$ cat src/rtl/ysyx_23060042_mcyc_ctrl_if.sv
// Sequencer <-> core bundle: IFU/LSU handshakes, decode inputs and architectural state outputs.
// master = sequencer side, slave = datapath/memory side.
interface ysyx_23060042_mcyc_ctrl_if;
   logic        ifu_req;
   logic [31:0] ifu_addr;
   logic        ifu_rvalid;
   logic [31:0] ifu_rdata;
   logic [31:0] inst;
   logic [31:0] pc;
   logic        mem_access;
   logic        lsu_req;
   logic        lsu_done;
   logic        rd_wen;
   logic        rf_wen;
   logic        brch_en;
   logic        jmp_en;
   logic [31:0] jmp_target;
   logic        halt_req;
   logic        halted;
   logic        err;
   logic [63:0] inst_cnt;

   modport master (
      output ifu_req, ifu_addr, inst, pc, lsu_req, rf_wen, halted, err, inst_cnt,
      input  ifu_rvalid, ifu_rdata, mem_access, lsu_done, rd_wen, brch_en, jmp_en,
             jmp_target, halt_req
   );

   modport slave (
      input  ifu_req, ifu_addr, inst, pc, lsu_req, rf_wen, halted, err, inst_cnt,
      output ifu_rvalid, ifu_rdata, mem_access, lsu_done, rd_wen, brch_en, jmp_en,
             jmp_target, halt_req
   );
endinterface

$ cat src/rtl/ysyx_23060042_mcyc_ctrl.sv
// Multi-cycle NPC sequencer: FETCH -> EXEC -> (MEM) -> WB, owns PC/IR, halt and handshake watchdog.
// 3 cycles per ALU op + IFU wait, 4 per memory op + IFU/LSU wait; stalls in FETCH/MEM until response.
module ysyx_23060042_mcyc_ctrl #(
   parameter logic [31:0] RESET_PC = 32'h8000_0000,
   parameter int          TIMEOUT  = 255,
   parameter int          CNT_W    = 8
) (
   input  logic                        clk,
   input  logic                        rst,
   ysyx_23060042_mcyc_ctrl_if.master   bus
);

   typedef enum logic [2:0] {
      RST_WAIT,
      FETCH,
      EXEC,
      MEM,
      WB,
      HALT,
      ERR
   } state_e;

   localparam logic [CNT_W-1:0] WD_LIMIT = CNT_W'(TIMEOUT);

   state_e             state_q, state_d;
   logic [31:0]        pc_q, pc_d;
   logic [31:0]        inst_q, inst_d;
   logic [63:0]        cnt_q, cnt_d;
   logic [CNT_W-1:0]   wd_q, wd_d;
   logic [CNT_W-1:0]   wd_inc;

   assign wd_inc = wd_q + 1'b1;

   always_ff @(posedge clk) begin
      if (rst) begin
         state_q <= RST_WAIT;
         pc_q    <= RESET_PC;
         inst_q  <= 32'd0;
         cnt_q   <= 64'd0;
         wd_q    <= '0;
      end else begin
         state_q <= state_d;
         pc_q    <= pc_d;
         inst_q  <= inst_d;
         cnt_q   <= cnt_d;
         wd_q    <= wd_d;
      end
   end

   always_comb begin
      state_d = state_q;
      pc_d    = pc_q;
      inst_d  = inst_q;
      cnt_d   = cnt_q;
      wd_d    = wd_q;
      unique case (state_q)
         RST_WAIT: state_d = FETCH;
         // A response on the last allowed wait cycle still wins over the timeout.
         FETCH: begin
            if (bus.ifu_rvalid) begin
               inst_d  = bus.ifu_rdata;
               wd_d    = '0;
               state_d = EXEC;
            end else begin
               wd_d = wd_inc;
               if (wd_inc == WD_LIMIT) state_d = ERR;
            end
         end
         EXEC: begin
            if (bus.halt_req)        state_d = HALT;
            else if (bus.mem_access) state_d = MEM;
            else                     state_d = WB;
         end
         MEM: begin
            if (bus.lsu_done) begin
               wd_d    = '0;
               state_d = WB;
            end else begin
               wd_d = wd_inc;
               if (wd_inc == WD_LIMIT) state_d = ERR;
            end
         end
         WB: begin
            pc_d    = (bus.brch_en | bus.jmp_en) ? bus.jmp_target : pc_q + 32'd4;
            cnt_d   = cnt_q + 64'd1;
            state_d = FETCH;
         end
         HALT:    state_d = HALT;
         ERR:     state_d = ERR;
         default: state_d = ERR;
      endcase
   end

   assign bus.ifu_req  = (state_q == FETCH);
   assign bus.ifu_addr = pc_q;
   assign bus.inst     = inst_q;
   assign bus.pc       = pc_q;
   assign bus.lsu_req  = (state_q == MEM);
   assign bus.rf_wen   = (state_q == WB) & bus.rd_wen;
   assign bus.halted   = (state_q == HALT);
   assign bus.err      = (state_q == ERR);
   assign bus.inst_cnt = cnt_q;

endmodule

$ cat src/flat_wrapper.sv
// flat-port wrapper written by rule: the top's interface ports become plain ports
module ysyx_23060042_mcyc_ctrl_flat 
#(
   parameter logic [31:0] RESET_PC = 32'h8000_0000,
   parameter int          TIMEOUT  = 255,
   parameter int          CNT_W    = 8
)
  (clk, rst, bus_ifu_req, bus_ifu_addr, bus_inst, bus_pc, bus_lsu_req, bus_rf_wen, bus_halted, bus_err, bus_inst_cnt, bus_ifu_rvalid, bus_ifu_rdata, bus_mem_access, bus_lsu_done, bus_rd_wen, bus_brch_en, bus_jmp_en, bus_jmp_target, bus_halt_req);
  ysyx_23060042_mcyc_ctrl_if bus_i ();
  input  logic clk;
  input  logic rst;
  output wire logic [$bits(bus_i.ifu_req)-1:0] bus_ifu_req;
  output wire logic [$bits(bus_i.ifu_addr)-1:0] bus_ifu_addr;
  output wire logic [$bits(bus_i.inst)-1:0] bus_inst;
  output wire logic [$bits(bus_i.pc)-1:0] bus_pc;
  output wire logic [$bits(bus_i.lsu_req)-1:0] bus_lsu_req;
  output wire logic [$bits(bus_i.rf_wen)-1:0] bus_rf_wen;
  output wire logic [$bits(bus_i.halted)-1:0] bus_halted;
  output wire logic [$bits(bus_i.err)-1:0] bus_err;
  output wire logic [$bits(bus_i.inst_cnt)-1:0] bus_inst_cnt;
  input wire logic [$bits(bus_i.ifu_rvalid)-1:0] bus_ifu_rvalid;
  input wire logic [$bits(bus_i.ifu_rdata)-1:0] bus_ifu_rdata;
  input wire logic [$bits(bus_i.mem_access)-1:0] bus_mem_access;
  input wire logic [$bits(bus_i.lsu_done)-1:0] bus_lsu_done;
  input wire logic [$bits(bus_i.rd_wen)-1:0] bus_rd_wen;
  input wire logic [$bits(bus_i.brch_en)-1:0] bus_brch_en;
  input wire logic [$bits(bus_i.jmp_en)-1:0] bus_jmp_en;
  input wire logic [$bits(bus_i.jmp_target)-1:0] bus_jmp_target;
  input wire logic [$bits(bus_i.halt_req)-1:0] bus_halt_req;
  assign bus_ifu_req = bus_i.ifu_req;
  assign bus_ifu_addr = bus_i.ifu_addr;
  assign bus_inst = bus_i.inst;
  assign bus_pc = bus_i.pc;
  assign bus_lsu_req = bus_i.lsu_req;
  assign bus_rf_wen = bus_i.rf_wen;
  assign bus_halted = bus_i.halted;
  assign bus_err = bus_i.err;
  assign bus_inst_cnt = bus_i.inst_cnt;
  assign bus_i.ifu_rvalid = bus_ifu_rvalid;
  assign bus_i.ifu_rdata = bus_ifu_rdata;
  assign bus_i.mem_access = bus_mem_access;
  assign bus_i.lsu_done = bus_lsu_done;
  assign bus_i.rd_wen = bus_rd_wen;
  assign bus_i.brch_en = bus_brch_en;
  assign bus_i.jmp_en = bus_jmp_en;
  assign bus_i.jmp_target = bus_jmp_target;
  assign bus_i.halt_req = bus_halt_req;
  ysyx_23060042_mcyc_ctrl #(.RESET_PC(RESET_PC), .TIMEOUT(TIMEOUT), .CNT_W(CNT_W)) u_core (.clk(clk), .rst(rst), .bus(bus_i));
endmodule
$ cat config.mk
export PLATFORM = sky130hd
export DESIGN_NAME = ysyx_23060042_mcyc_ctrl_flat
export DESIGN_NICKNAME = d
export VERILOG_FILES = /design/src/rtl/ysyx_23060042_mcyc_ctrl_if.sv /design/src/rtl/ysyx_23060042_mcyc_ctrl.sv /design/src/flat_wrapper.sv
export SDC_FILE = /design/constraint.sdc
export NUM_CORES = 1
export LEC_CHECK = 0
export ABC_AREA = 1
export CORE_ASPECT_RATIO = 0.75
export CORE_MARGIN = 2
export CORE_UTILIZATION = 45
export CTS_BUF_LIST = sky130_fd_sc_hd__clkbuf_4
export DETAILED_ROUTE_END_ITERATION = 8
export GPL_TIMING_DRIVEN = 0
export PLACE_DENSITY = 0.8
export SYNTH_ARGS = -nofsm -noshare
export SYNTH_HDL_FRONTEND = slang
export SYNTH_SLANG_ARGS = --single-unit
$ cat constraint.sdc
create_clock -name clk -period 1.8 [get_ports clk]
set_input_delay 0.54 -clock clk [delete_from_list [all_inputs] [get_ports clk]]
set_output_delay 0.54 -clock clk [all_outputs]
set_load 0.02 [all_outputs]
==> metrics.md <==
| Metric | Value |
|---|---|
| Outcome | finished with violations |
| Failing checks | setup timing |
| CP Launch Type | flip-flop |
| Critical-path cell list | nor2_4, nand2_4, buf_12, buf_8, nor2_4, buf_6 |
| Hold crit path type | flip-flop to flip-flop |
| Clk_skew | 13.0 ps |
| Via/cell ratio | 5.47 |
| Starting Density | 45.8% |
| Maximum number of pins on one net before global-route repair | 17 |
| Worst setup EP type | output pin |
| Slowest-stage cell, CP | dfxtp_4 |
| Final #Nets | 1714 |
| Final Total Pwr | 7.13 mW |
| Minimum clock period | 2200 ps |
| Max_cap viols | 0 |
| Initial antenna violation count | 1 |
| Place WS | -847 ps |
| Max Slew Vio Count | 0 |
| Synthesized flop and latch total | 139 |
| CTS clk-pin slew, worst paths | 120 ps |
| Routed Antenna Nets | 0 |
| Layout area overhead | 51.6% |
| Drt wl/cell | 17.8 µm |
| Reg-to-reg startpoint | u_core.state_q[1] |
| Worst VDD drop | 0.394 mV |
| Crit path buffers/inverters | 3 |
| Mapped Nets | 1376 |
| Worst r2r path cells | 12 |
| Clk root buf | clkbuf_4 |
| Die area | 19000 µm² |
| DR pass1 iterations | 7 |
| Global route overflow | 0 |
| Sequential fraction of the synthesis area | 34.5% |
| Async SR Flop Fraction | 0% |
| Reg2Reg Setup Slack | -220 ps |
| Mapped Avg Cell Area | 6.21 µm² |
| Setup-failing EPs final | 51 |
| Main synth FF type | dfxtp_1 |
| Post-Syn Area | 8070 µm² |
| Worst setup path end | bus_rf_wen |
| Max Fanout on Critical Path | 3 |
| Crit path DAT | 1660 ps |
| Drt drc | 0 |
| Final Hold Fails | 0 |
| PnR worst setup slack | -396 ps |
| RD Place Congestion | 0.982 |
| Leakage | 4.83 nW |
| Final instance area | 12200 µm² |
| Fin crit share | 122% |
| Overall die width | 159 µm |
| Actual slew at the worst max-slew pin | 981 ps |
| Vias in the first global route | 8848 |
| Worst slew margin | 34.6% |
| CTS sink cnt | 139 |
| Post-Synthesis Cells | 1299 |
| Critical Path Source | u_core.state_q[1] |
| Family with the most delay on the worst path | flip-flops |
| Critical path's largest stage delay | 380 ps |
| EDFF count, synth | 0 |
| First-pass GRT wire length | 47400 µm |
| Hpwl dp | 22200 µm |
| Worst skew pair latency | 580 ps |
| Fmax | 455 MHz |
| Hold-fix buffers at CTS | 0 |
| Reg-to-reg endpoint | u_core.bus.ifu_addr[16] |
| RSZ-0062 raised after global routing | true |
| Total CTS buffers | 17 |
| Htree depth | 4 |
| Placed instance area | 10700 µm² |
| Ports | 238 |
| Drt total wl | 33600 µm |
| Synth cell types | 44 |
| Routed vias | 10342 |
| Most frequent CP cell | nor2_4 |
| Fin util | 69.5% |
| Hold WS | 475 ps |
| WS Path Type | flip-flop to output pin |
| CTS tree | built |
| Required time worst endpoint | 1260 ps |
| Max clock buf depth | 2 |
| Cell depth of the worst setup path | 6 |
| Core Area | 17600 µm² |
| Synth warn | 0 |
| Share of cells above drive strength 1 | 33.7% |
| # rows | 42 |
| I/O Buffers | 236 |
| Vert. Die Dim | 120 µm |
| HP Start | u_core.bus.inst_cnt[31] |
| Pwr dens | 583 nW/µm² |
| Tot GR Track Use | 32.2% |
| Fillers | 1485 |
| Starting DRT DRC Count | 1144 |
[cell usage after synthesis (8+ instances only)]
cell | instances | area share [%]
a22oi_1 | 12 | 1.1
nor2_1 | 295 | 14
xor2_1 | 17 | 1.8
nand3_1 | 40 | 2.5
nand2_1 | 390 | 18
xnor2_1 | 9 | 0.98
buf_4 | 33 | 3.1
a21oi_1 | 68 | 4.2
o21a_1 | 8 | 0.74
nand4_1 | 12 | 0.93
buf_2 | 10 | 0.62
nor3_1 | 8 | 0.50
inv_1 | 89 | 4.1
dfxtp_1 | 139 | 34
o21ai_0 | 73 | 4.5
clkbuf_1 | 24 | 1.1
[layout make-up]
class,instances,area (µm²),share of cell area [%]
clock inverter,13,153,1.25
multi-input combinational,998,5040,41.2
timing repair buffer,336,2750,22.5
buffer,51,388,3.17
sequential,139,3100,25.3
antenna,1,2.50,0.0205
tap,242,303,2.48
inverter,94,364,2.98
clock buffer,17,128,1.04
[logic make-up after synthesis]
group                    share of synthesized area, %
AND/OR/NAND/NOR                                  39.3
adder cells (fa/ha/maj)                         0.620
buffers and inverters                            9.32
XOR/XNOR                                         2.82
flip-flops                                       34.5
AO/OA/AOI/OAI                                    13.4
[registers in the layout (all words and copies together), names as in the netlist]
name / count
u_core.bus.inst_cnt: 64
u_core.bus.ifu_addr: 32
u_core.bus.inst: 32
u_core.wd_q: 8
u_core.state_q: 3
[repair_timing]
action,in CTS,in global routing
gates cloned,0,2
resized for setup,788,321
endpoints found under the setup margin,206,235
pin swaps,8,46
setup buffers,46,55
[metrics by stage]
step	setup TNS, ps	cells
after floorplan	0	1299
after global placement	-28330	1777
after detailed placement	-30380	1777
after CTS	-2410	1846
after global routing	-10730	1891
final	-5970	1891
[metal layers]
metal / GRT usage (%) / vias up / share of wire [%]
li1: - / 4811 / -
met1: 45.9 / 4782 / 41
met2: 48.9 / 667 / 45
met3: 7.58 / 82 / 12
met4: 7.60 / 0 / 2.3
met5: 0 / - / 0
[worst min path at each step]
stage | endpoint | slack (ps) | cells past startpoint
after floorplan | u_core.wd_q[7] | 470 | 2
after global placement | u_core.bus.inst_cnt[2] | 480 | 1
after detailed placement | u_core.bus.inst_cnt[20] | 500 | 2
after CTS | u_core.bus.inst_cnt[31] | 480 | 1
after global routing | u_core.bus.inst_cnt[31] | 490 | 1
final | u_core.bus.inst_cnt[31] | 470 | 1
[power by group]
group / internal [mW] / total, mW / switching, mW
sequential: 3.14 / 3.26 / 0.123
combinational: 0.758 / 1.69 / 0.930
clock: 0.935 / 2.18 / 1.25
total: 4.83 / 7.13 / 2.30
[cell usage in the layout, fill, tap and decap left out, types with 10 or more instances in the layout]
cell / netlist / routed
nor2_2: 5 / 27
clkdlybuf4s15_2: 0 / 13
nand2_2: 1 / 15
o21ai_1: 2 / 11
dfxtp_1: 139 / 38
buf_6: 1 / 75
clkbuf_1: 24 / 17
o21ai_0: 73 / 60
nand4_1: 12 / 12
nand2_1: 390 / 375
dfxtp_4: 0 / 76
a21oi_1: 68 / 63
inv_2: 4 / 10
nand3_1: 40 / 28
clkbuf_4: 0 / 21
nor2_1: 295 / 252
buf_2: 10 / 90
xor2_1: 17 / 17
nor2_4: 6 / 27
dfxtp_2: 0 / 25
clkdlybuf4s50_1: 0 / 71
clkbuf_2: 0 / 34
buf_4: 33 / 75
inv_1: 89 / 80
Power figures use the tool's default switching activity.
